[config.mk]
export PLATFORM = sky130hd
export DESIGN_NAME = babbage_req_arbiter_flat
export DESIGN_NICKNAME = d
export VERILOG_FILES = /design/src/rtl/babbage_req_arbiter_pkg.sv /design/src/rtl/babbage_req_arbiter_if.sv /design/src/rtl/babbage_req_arbiter_rr_pick.sv /design/src/rtl/babbage_req_arbiter.sv /design/src/flat_wrapper.sv
export SDC_FILE = /design/constraint.sdc
export NUM_CORES = 1
export LEC_CHECK = 0
export BUFFER_PORTS_ARGS = -buffer_cell sky130_fd_sc_hd__buf_4
export CORE_AREA = 2 2 91 49
export CTS_CLUSTER_DIAMETER = 60
export DETAILED_ROUTE_END_ITERATION = 8
export DIE_AREA = 0 0 93 51
export PLACE_DENSITY_LB_ADDON = 0.15
export RECOVER_POWER = 100
export SYNTH_ARGS = -nofsm -noshare
export SYNTH_HDL_FRONTEND = slang
export SYNTH_SLANG_ARGS = --single-unit
[constraint.sdc]
create_clock -name i_clk -period 2 [get_ports i_clk]
set_input_delay 0.1 -clock i_clk [delete_from_list [all_inputs] [get_ports i_clk]]
set_output_delay 0.1 -clock i_clk [all_outputs]
set_load 0.01 [all_outputs]
[src/rtl/babbage_req_arbiter_pkg.sv]
// Shared types and constants for the Babbage engine request arbiter.
//   arb_state_t : arbiter FSM states
//   BCD_DIGITS  : number of BCD digits in a result
//   BCD_ERR     : result value reported on an engine timeout
//   clog2_min1  : index width that never collapses to zero bits
package babbage_pkg;

  typedef enum logic [1:0] {
    IDLE    = 2'd0,
    ISSUE   = 2'd1,
    WAIT    = 2'd2,
    RESPOND = 2'd3
  } arb_state_t;

  localparam int BCD_DIGITS = 4;
  localparam logic [4*BCD_DIGITS-1:0] BCD_ERR = 16'hFFFF;

  function automatic int clog2_min1(input int n);
    return (n <= 2) ? 1 : $clog2(n);
  endfunction

endpackage

[src/rtl/babbage_req_arbiter_if.sv]
// Bundle between the arbiter, its requesters and the shared engine.
//   master : arbiter side (drives ack/result/engine controls)
//   slave  : environment side (requesters + engine)
//   req/req_n/ack/result_*   requester handshake
//   eng_*                    engine handshake
//   busy/grant_id            status
interface babbage_req_arbiter_if
  import babbage_pkg::*;
#(
  parameter int NUM_REQ     = 4,
  parameter int INPUT_WIDTH = 5
);
  localparam int GW    = clog2_min1(NUM_REQ);
  localparam int BCD_W = 4 * BCD_DIGITS;

  logic [NUM_REQ-1:0]                  req;
  logic [NUM_REQ-1:0][INPUT_WIDTH-1:0] req_n;
  logic [NUM_REQ-1:0]                  ack;
  logic [BCD_W-1:0]                    result_bcd;
  logic                                result_err;
  logic                                eng_start;
  logic [INPUT_WIDTH-1:0]              eng_n;
  logic                                eng_done;
  logic [BCD_W-1:0]                    eng_bcd;
  logic                                busy;
  logic [GW-1:0]                       grant_id;

  modport master (
    input  req, req_n, eng_done, eng_bcd,
    output ack, result_bcd, result_err, eng_start, eng_n, busy, grant_id
  );

  modport slave (
    output req, req_n, eng_done, eng_bcd,
    input  ack, result_bcd, result_err, eng_start, eng_n, busy, grant_id
  );

endinterface

[src/rtl/babbage_req_arbiter_rr_pick.sv]
// Combinational round-robin selector.
//   i_req   : request vector
//   i_ptr   : index with highest priority this round
//   o_valid : at least one request set
//   o_idx   : first set request scanning i_ptr, i_ptr+1, ... with wrap
module babbage_rr_pick #(
  parameter int NUM_REQ = 4,
  parameter int GW      = 2
) (
  input  logic [NUM_REQ-1:0] i_req,
  input  logic [GW-1:0]      i_ptr,
  output logic               o_valid,
  output logic [GW-1:0]      o_idx
);

  logic          w_valid;
  logic [GW-1:0] w_idx;
  logic [GW-1:0] w_j;
  int            w_t;

  // Scan offsets from farthest to nearest so the nearest set request wins.
  always_comb begin
    w_valid = 1'b0;
    w_idx   = '0;
    w_j     = '0;
    w_t     = 0;
    for (int i = NUM_REQ - 1; i >= 0; i--) begin
      w_t = int'(i_ptr) + i;
      if (w_t >= NUM_REQ) w_t = w_t - NUM_REQ;
      w_j = GW'(w_t);
      if (i_req[w_j]) begin
        w_valid = 1'b1;
        w_idx   = w_j;
      end
    end
  end

  assign o_valid = w_valid;
  assign o_idx   = w_idx;

endmodule

[src/rtl/babbage_req_arbiter.sv]
// Round-robin arbiter sharing one Babbage difference engine.
//   i_clk, i_reset : clock, async active-high reset
//   bus (master)   : requester handshake, engine handshake, status
//
// state   | meaning
// IDLE    | waiting for any request; grant + latch n on the pick
// ISSUE   | one-cycle engine start, timeout counter loaded
// WAIT    | waiting for eng_done or timeout
// RESPOND | ack the granted requester if still requesting, advance ptr
module babbage_req_arbiter
  import babbage_pkg::*;
#(
  parameter int NUM_REQ        = 4,
  parameter int INPUT_WIDTH    = 5,
  parameter int TIMEOUT_CYCLES = 255,
  parameter int OUTPUT_WIDTH   = 14
) (
  input logic                    i_clk,
  input logic                    i_reset,
  babbage_req_arbiter_if.master  bus
);

  localparam int GW    = clog2_min1(NUM_REQ);
  localparam int BCD_W = 4 * BCD_DIGITS;
  // Worst-case engine run; a shorter timeout would cut off legal results,
  // so an undersized setting is raised to this floor.
  localparam int MIN_TIMEOUT = 3 * (2 ** INPUT_WIDTH) + OUTPUT_WIDTH + 2;
  localparam int TIMEOUT_EFF = (TIMEOUT_CYCLES < MIN_TIMEOUT) ? MIN_TIMEOUT : TIMEOUT_CYCLES;
  localparam int TW          = $clog2(TIMEOUT_EFF);

  arb_state_t             r_state, w_state_nxt;
  logic [GW-1:0]          r_ptr, w_ptr_nxt;
  logic [GW-1:0]          r_grant, w_grant_nxt;
  logic [INPUT_WIDTH-1:0] r_eng_n, w_eng_n_nxt;
  logic [TW-1:0]          r_to_cnt, w_to_cnt_nxt;
  logic [BCD_W-1:0]       r_result, w_result_nxt;
  logic                   r_err, w_err_nxt;
  logic                   w_pick_valid;
  logic [GW-1:0]          w_pick_idx;
  logic [NUM_REQ-1:0]     w_ack;

  babbage_rr_pick #(
    .NUM_REQ (NUM_REQ),
    .GW      (GW)
  ) u_rr_pick (
    .i_req   (bus.req),
    .i_ptr   (r_ptr),
    .o_valid (w_pick_valid),
    .o_idx   (w_pick_idx)
  );

  always_comb begin
    w_state_nxt  = r_state;
    w_ptr_nxt    = r_ptr;
    w_grant_nxt  = r_grant;
    w_eng_n_nxt  = r_eng_n;
    w_to_cnt_nxt = r_to_cnt;
    w_result_nxt = r_result;
    w_err_nxt    = r_err;
    case (r_state)
      IDLE: begin
        if (w_pick_valid) begin
          w_grant_nxt = w_pick_idx;
          w_eng_n_nxt = bus.req_n[w_pick_idx];
          w_state_nxt = ISSUE;
        end
      end
      ISSUE: begin
        // Down-counter reaches zero on the last permitted WAIT cycle.
        w_to_cnt_nxt = TW'(TIMEOUT_EFF - 1);
        w_state_nxt  = WAIT;
      end
      WAIT: begin
        if (bus.eng_done) begin
          w_result_nxt = bus.eng_bcd;
          w_err_nxt    = 1'b0;
          w_state_nxt  = RESPOND;
        end else if (r_to_cnt == '0) begin
          w_result_nxt = BCD_ERR;
          w_err_nxt    = 1'b1;
          w_state_nxt  = RESPOND;
        end else begin
          w_to_cnt_nxt = r_to_cnt - TW'(1);
        end
      end
      RESPOND: begin
        w_ptr_nxt   = (r_grant == GW'(NUM_REQ - 1)) ? '0 : r_grant + GW'(1);
        w_state_nxt = IDLE;
      end
      default: w_state_nxt = IDLE;
    endcase
  end

  always_ff @(posedge i_clk or posedge i_reset) begin
    if (i_reset) begin
      r_state  <= IDLE;
      r_ptr    <= '0;
      r_grant  <= '0;
      r_eng_n  <= '0;
      r_to_cnt <= '0;
      r_result <= '0;
      r_err    <= 1'b0;
    end else begin
      r_state  <= w_state_nxt;
      r_ptr    <= w_ptr_nxt;
      r_grant  <= w_grant_nxt;
      r_eng_n  <= w_eng_n_nxt;
      r_to_cnt <= w_to_cnt_nxt;
      r_result <= w_result_nxt;
      r_err    <= w_err_nxt;
    end
  end

  // A requester that withdrew before RESPOND gets no ack; the result is still kept.
  always_comb begin
    w_ack = '0;
    if (r_state == RESPOND) w_ack[r_grant] = bus.req[r_grant];
  end

  assign bus.ack        = w_ack;
  assign bus.eng_start  = (r_state == ISSUE);
  assign bus.eng_n      = r_eng_n;
  assign bus.busy       = (r_state != IDLE);
  assign bus.grant_id   = r_grant;
  assign bus.result_bcd = r_result;
  assign bus.result_err = r_err;

endmodule
[src/flat_wrapper.sv]
// flat-port wrapper written by rule: the top's interface ports become plain ports
module babbage_req_arbiter_flat import babbage_pkg::*;
#(
  parameter int NUM_REQ        = 4,
  parameter int INPUT_WIDTH    = 5,
  parameter int TIMEOUT_CYCLES = 255,
  parameter int OUTPUT_WIDTH   = 14
)
  (i_clk, i_reset, bus_req, bus_req_n, bus_eng_done, bus_eng_bcd, bus_ack, bus_result_bcd, bus_result_err, bus_eng_start, bus_eng_n, bus_busy, bus_grant_id);
  babbage_req_arbiter_if #(.NUM_REQ(NUM_REQ), .INPUT_WIDTH(INPUT_WIDTH)) bus_i ();
  input logic i_clk;
  input logic i_reset;
  input wire logic [$bits(bus_i.req)-1:0] bus_req;
  input wire logic [$bits(bus_i.req_n)-1:0] bus_req_n;
  input wire logic [$bits(bus_i.eng_done)-1:0] bus_eng_done;
  input wire logic [$bits(bus_i.eng_bcd)-1:0] bus_eng_bcd;
  output wire logic [$bits(bus_i.ack)-1:0] bus_ack;
  output wire logic [$bits(bus_i.result_bcd)-1:0] bus_result_bcd;
  output wire logic [$bits(bus_i.result_err)-1:0] bus_result_err;
  output wire logic [$bits(bus_i.eng_start)-1:0] bus_eng_start;
  output wire logic [$bits(bus_i.eng_n)-1:0] bus_eng_n;
  output wire logic [$bits(bus_i.busy)-1:0] bus_busy;
  output wire logic [$bits(bus_i.grant_id)-1:0] bus_grant_id;
  assign bus_i.req = bus_req;
  assign bus_i.req_n = bus_req_n;
  assign bus_i.eng_done = bus_eng_done;
  assign bus_i.eng_bcd = bus_eng_bcd;
  assign bus_ack = bus_i.ack;
  assign bus_result_bcd = bus_i.result_bcd;
  assign bus_result_err = bus_i.result_err;
  assign bus_eng_start = bus_i.eng_start;
  assign bus_eng_n = bus_i.eng_n;
  assign bus_busy = bus_i.busy;
  assign bus_grant_id = bus_i.grant_id;
  babbage_req_arbiter #(.NUM_REQ(NUM_REQ), .INPUT_WIDTH(INPUT_WIDTH), .TIMEOUT_CYCLES(TIMEOUT_CYCLES), .OUTPUT_WIDTH(OUTPUT_WIDTH)) u_core (.i_clk(i_clk), .i_reset(i_reset), .bus(bus_i));
endmodule
-- Yosys cells after proc, flatten, opt, wreduce, memory -nomap -nowiden
Cells that the tools add are included.
- flip-flop bits (word level): 36
- output and inout bits: 30
- word-level logic and storage cells: 85
- input bits: 43
- eq/ne operators: 8
- magnitude comparators: 11
- muxes and demuxes: 39
- reductions and logical operators: 10
- add/subtract/negate cells: 9
- bitwise gates (word level): 1
- operators by type and width (kind ; number):
    two-way mux 16 bit ; 2
    two-way mux 2 bit ; 12
    < comparator 2 x 3 -> 1 bit (second input constant) ; 6
    two-way mux 8 bit ; 2
    case mux 8 bit (2 select lines) ; 1
    two-way mux 1 bit ; 12
    binary-select mux 1 bit (select 2 bit) ; 5
    binary-select mux 5 bit (select 2 bit) ; 1
    greater-or-equal comparator 3 bit (second input constant) ; 3
    zero test 8 bit ; 1
    case mux 2 bit (4 select lines) ; 1
    subtractor 2 x 1 -> 2 bit (second input constant) ; 4
    subtractor 8 x 1 -> 8 bit (second input constant) ; 1
    adder 2 x 2 -> 3 bit (second input constant) ; 2
    equality test 2 bit (second input constant) ; 3
    inequality test 2 bit (second input constant) ; 3
    AND reduction 2 bit ; 3
    nonzero test 2 bit ; 3
    two-way mux 5 bit ; 1
    AND 4 bit ; 1
    two-way mux 4 bit ; 1
    adder 2 x 1 -> 3 bit (second input constant) ; 1
    greater-or-equal comparator 2 x 3 -> 1 bit (second input constant) ; 1
    inequality test 3 x 2 -> 1 bit (second input constant) ; 1
    7 further kinds ; 7

-- Longest topological paths before layout
- depth after elaboration: 11
- gate-level depth with buffers: 7

-- Hierarchy
From an unflattened synthesis, not the netlist that was laid out.
- cells, all modules: 148
- area total of the unflattened synthesis: 1828.0 um^2
- modules (own cells, without submodules) (module ; cells an instance ; times used ; area an instance (um^2)):
    babbage_req_arbiter ; 135 ; 1 ; 1750.4
    babbage_rr_pick ; 13 ; 1 ; 77.6

-- Worst setup path before layout
OpenSTA, ideal clock, no wires.
- kind: register to register
- start: register u_core.r_state[0]
- end: register u_core.r_eng_n[0], in the netlist u_core.bus.eng_n[0]
- setup time: 0.163 ns
- slack: 0.289 ns
- cell stages (with the launch flop): 8
- arrival: 1.548 ns
- path through: dfrtp_1 inv_1 ha_1 inv_1 a31oi_1 o31ai_1 a221oi_1 a211oi_1
- cells in the longest elaborated chain, start to end: 2
- RTL lines (element ; line ; RTL):
    start: declaration ; babbage_req_arbiter.sv:31 ; arb_state_t r_state, w_state_nxt;
    start signal: assignment ; babbage_req_arbiter.sv:104 ; r_state <= w_state_nxt;
    zero test 2 bit ; babbage_req_arbiter.sv:60 ; case (r_state)
    AND reduction 2 bit (no line) ; -- ;
    end signal: assignment ; babbage_req_arbiter.sv:107 ; r_eng_n <= w_eng_n_nxt;
    end: declaration ; babbage_req_arbiter.sv:34 ; logic [INPUT_WIDTH-1:0] r_eng_n, w_eng_n_nxt;
No other way between the ends.
A chain may end at the register's enable or synchronous reset.

-- Final worst setup path
- start: register u_core.r_state[0]
- end: register u_core.r_to_cnt[4]
- cells in the longest elaborated chain, start to end: 3
- elaborated cells between the ends (all ways): 7
- classes of those cells: eq/ne: 4; mux: 1; reduce/logical: 2
- RTL lines (element ; line ; RTL):
    equality test 2 bit or equality test 2 x 1 -> 1 bit (tied branches) ; babbage_req_arbiter.sv:60 ;
    inequality test 2 bit (no line) or nonzero test 2 bit (tied branches) ; -- ;
    AND reduction 3 bit (no line) ; -- ;
    end signal: assignment ; babbage_req_arbiter.sv:108 ; r_to_cnt <= w_to_cnt_nxt;
    end: declaration ; babbage_req_arbiter.sv:35 ; logic [TW-1:0] r_to_cnt, w_to_cnt_nxt;
Several ways; a longest one is shown, not always the timed one.

==> summary.md <==
| Metric | Value |
|---|---|
| Final setup violation count | 0 |
| Total clock sinks | 36 |
| Largest net degree at the start of global routing | 37 |
| Slew Viols, Final | 0 |
| Overall Global Routing Usage | 0.1892 |
| Initial Util | 0.4522 |
| Mapped Nets | 220 |
| Clock Path Buffers | 2 |
| Most common cell after layout, fill and taps aside | buf_4 |
| R2R depth | 7 |
| H-tree depth reported by CTS | 2 |
| Fin crit share | 0.9153 |
| Min-delay src | bus_eng_bcd[11] |
| PD cells | 1424 nW/um^2 |
| IO buf count | 72 |
| Static leakage | 1.134 nW |
| Net count, final | 303 |
| Status | completed |
| Ant. Diodes | 0 |
| Hold depth | 2 |
| Detail Route Antenna Nets | 0 |
| Syn Std Cell Area | 1847 sq um |
| Root buffer cell | clkbuf_8 |
| Startpoint Class | flop |
| Tmin final | 1.831 ns |
| Fmax | 546.3 MHz |
| Critical path class | flop to flop |
| Most frequent cells in the layout | buf_4, dfrtp_1, clkbuf_1 |
| Worst slew pin tran | 0.8571 ns |
| DRT Wirelength | 4307 microns |
| Cells after Synth | 167 |
| Critical path arrival | 2.06 ns |
| Row count | 17 |
| Total negative setup slack | 0 ns |
| Vias | 1564 |
| Sequential element share of the synthesized area | 0.4878 |
| Core area | 4084 sq um |
| Initial antenna violation count | 0 |
| Worst VDD drop | 582.9 uV |
| Die area | 4743 sq um |
| Unrepaired setup endpoints after global routing | false |
| Vias in the first global route | 1474 |
| DRC | 0 |
| GPL Wtd Cong | 0.8278 |
| Max-Slew Margin vs Limit | 0.4286 |
| Post-route setup slack | 0.1694 ns |
| PostCTS Resize Cnt | 0 |
| TritonCTS clock tree | built |
| Largest fanout on the critical path | 4 |
| Yosys warning count | 0 |
| Num CTS Buffers | 5 |
| Worst r2r src | u_core.r_state[0]$_DFFE_PP0P_ |
| RR Endpoint | u_core.r_to_cnt[4]$_DFFE_PP0P_ |
| Final hold violation count | 0 |
| Max Cap Violations | 0 |
| R2R Setup Slk | 0.17 ns |
| CTS clock-pin slew for the worst setup and hold paths | 0.08 ns |
| Iteration count of the initial detailed-routing pass | 4 |
| Vias/cell | 5.078 |
| Hold Path Class | input port to flop |
| Number of DRC markers in iteration 0 | 65 |
| Area Growth Syn to Fin | 36.92% |
| Hold worst-path end | u_core.bus.result_bcd[11]$_DFFE_PP0P_ |
| EDFF count, synth | 0 |
| Final HPWL DP | 3161 microns |
| Most used DFF post-synth | dfrtp_1 |
| Worst setup EP type | flop |
| Synth Register Bits | 36 |
| Avg WL per Cell | 13.98 microns |
| Chip width | 93 microns |
| Die Y | 51 microns |
| Share of layout cells above drive strength 1 | 0.2470 |
| Worst skew pair latency | 0.29 ns |
| Top Ports | 73 |
| Worst path required time | 2.22 ns |
| Post-Syn Area per Cell | 11.06 sq um |
| Grt ovf | 0 |
| Final setup skew | 0.008312 ns |
| Async SR Flop Fraction | 1.000 |
| Pre-CTS setup slack | 0.1829 ns |
| Synth cell types | 40 |
| First-pass GRT wire length | 6934 microns |
[cells by family (layout without fill, tap and decap cells)]
logic type	after synthesis	after routing	synth area share
adders and majority gates	10	10	0.06775
and+or+nand+nor	46	46	0.1314
xor gates and xnor gates	4	4	0.01897
muxes	7	7	0.04539
buffers and inverters	16	100	0.03862
AOI/OAI and AO/OA	48	48	0.2100
DFF	36	36	0.4878
[registers in the layout, summed over array words and instances (netlist names)]
signal and flops:
u_core.r_to_cnt 8, u_core.bus.result_bcd 16, u_core.bus.result_err 1, u_core.bus.eng_n 5, u_core.r_state 2, u_core.bus.grant_id 2
u_core.r_ptr 2
[report_power, final]
group	internal, mW	switching [mW]
registers	1.04	0.209
logic	0.618	0.844
clock network	0.624	0.268
total	2.28	1.32
[metrics by stage]
step	instances	utilization	area, sq um	hold WS (ns)	total power, mW
after floorplan	167	-	1847	0.2480	2.204
after global placement	299	0.6075	2481	0.2357	2.912
after detailed placement	299	0.6075	2481	0.2354	2.939
after CTS	308	0.6489	2650	0.03297	3.853
after global routing	308	0.6192	2529	0.02610	3.886
final	308	0.6192	2529	0.03932	3.601
[repair_timing]
item,in CTS,in global routing
endpoints found under the hold margin,36,0
setup endpoints to repair,0,0
hold buffers,1,0
buffers inserted,0,0
[worst max-delay path, cell delays in order, from the launching register on]
cell      delay [ns]
dfrtp_1         0.42
inv_1           0.10
ha_1            0.24
inv_1           0.14
a311oi_4        0.25
nand2_2         0.12
or4_1           0.41
nand3_1         0.09
[synth_stat cells (5+ instances only)]
master    number  share of area
nand2_1       12          0.024
a211oi_1       5          0.020
mux2i_1        5          0.027
a221oi_1       5          0.024
nor2b_1        5          0.017
inv_1         13          0.026
o22a_1        16          0.076
dfrtp_1       36           0.49
ha_1          10          0.068
nor2_1        10          0.020
[per-layer routing]
| metal | share of wire | up-vias | global-route usage |
|---|---|---|---|
| li1 | - | 786 | - |
| met1 | 0.51 | 737 | 0.2844 |
| met2 | 0.42 | 39 | 0.2669 |
| met3 | 0.061 | 2 | 0.04720 |
| met4 | 0.0056 | 0 | 0.05882 |
| met5 | 0 | - | 0 |
[worst max path at each step]
stage | cells after the start | slack (ns) | to | from
2_1_floorplan | 7 | 0.29 | u_core.bus.eng_n[0]$_DFFE_PP0P_ | u_core.r_state[0]$_DFFE_PP0P_
4_1_cts | 7 | 0.17 | u_core.r_to_cnt[4]$_DFFE_PP0P_ | u_core.r_state[0]$_DFFE_PP0P_
6_report | 7 | 0.17 | u_core.r_to_cnt[4]$_DFFE_PP0P_ | u_core.r_state[0]$_DFFE_PP0P_
5_1_grt | 7 | 0.02 | u_core.r_to_cnt[4]$_DFFE_PP0P_ | u_core.r_state[0]$_DFFE_PP0P_
3_3_place_gp | 7 | 0.23 | u_core.r_to_cnt[4]$_DFFE_PP0P_ | u_core.r_state[0]$_DFFE_PP0P_
3_5_place_dp | 7 | 0.18 | u_core.r_to_cnt[4]$_DFFE_PP0P_ | u_core.r_state[0]$_DFFE_PP0P_
[area by class of cell]
class	count	area [sq um]
clock inverter	3	90.09
timing repair buffer	79	474.2
tap	57	71.32
inverter	13	48.80
sequential	36	900.9
clock buffer	5	68.82
fill	353	1555
multi-input combinational	115	874.6
(Power assumes the default switching activity.)
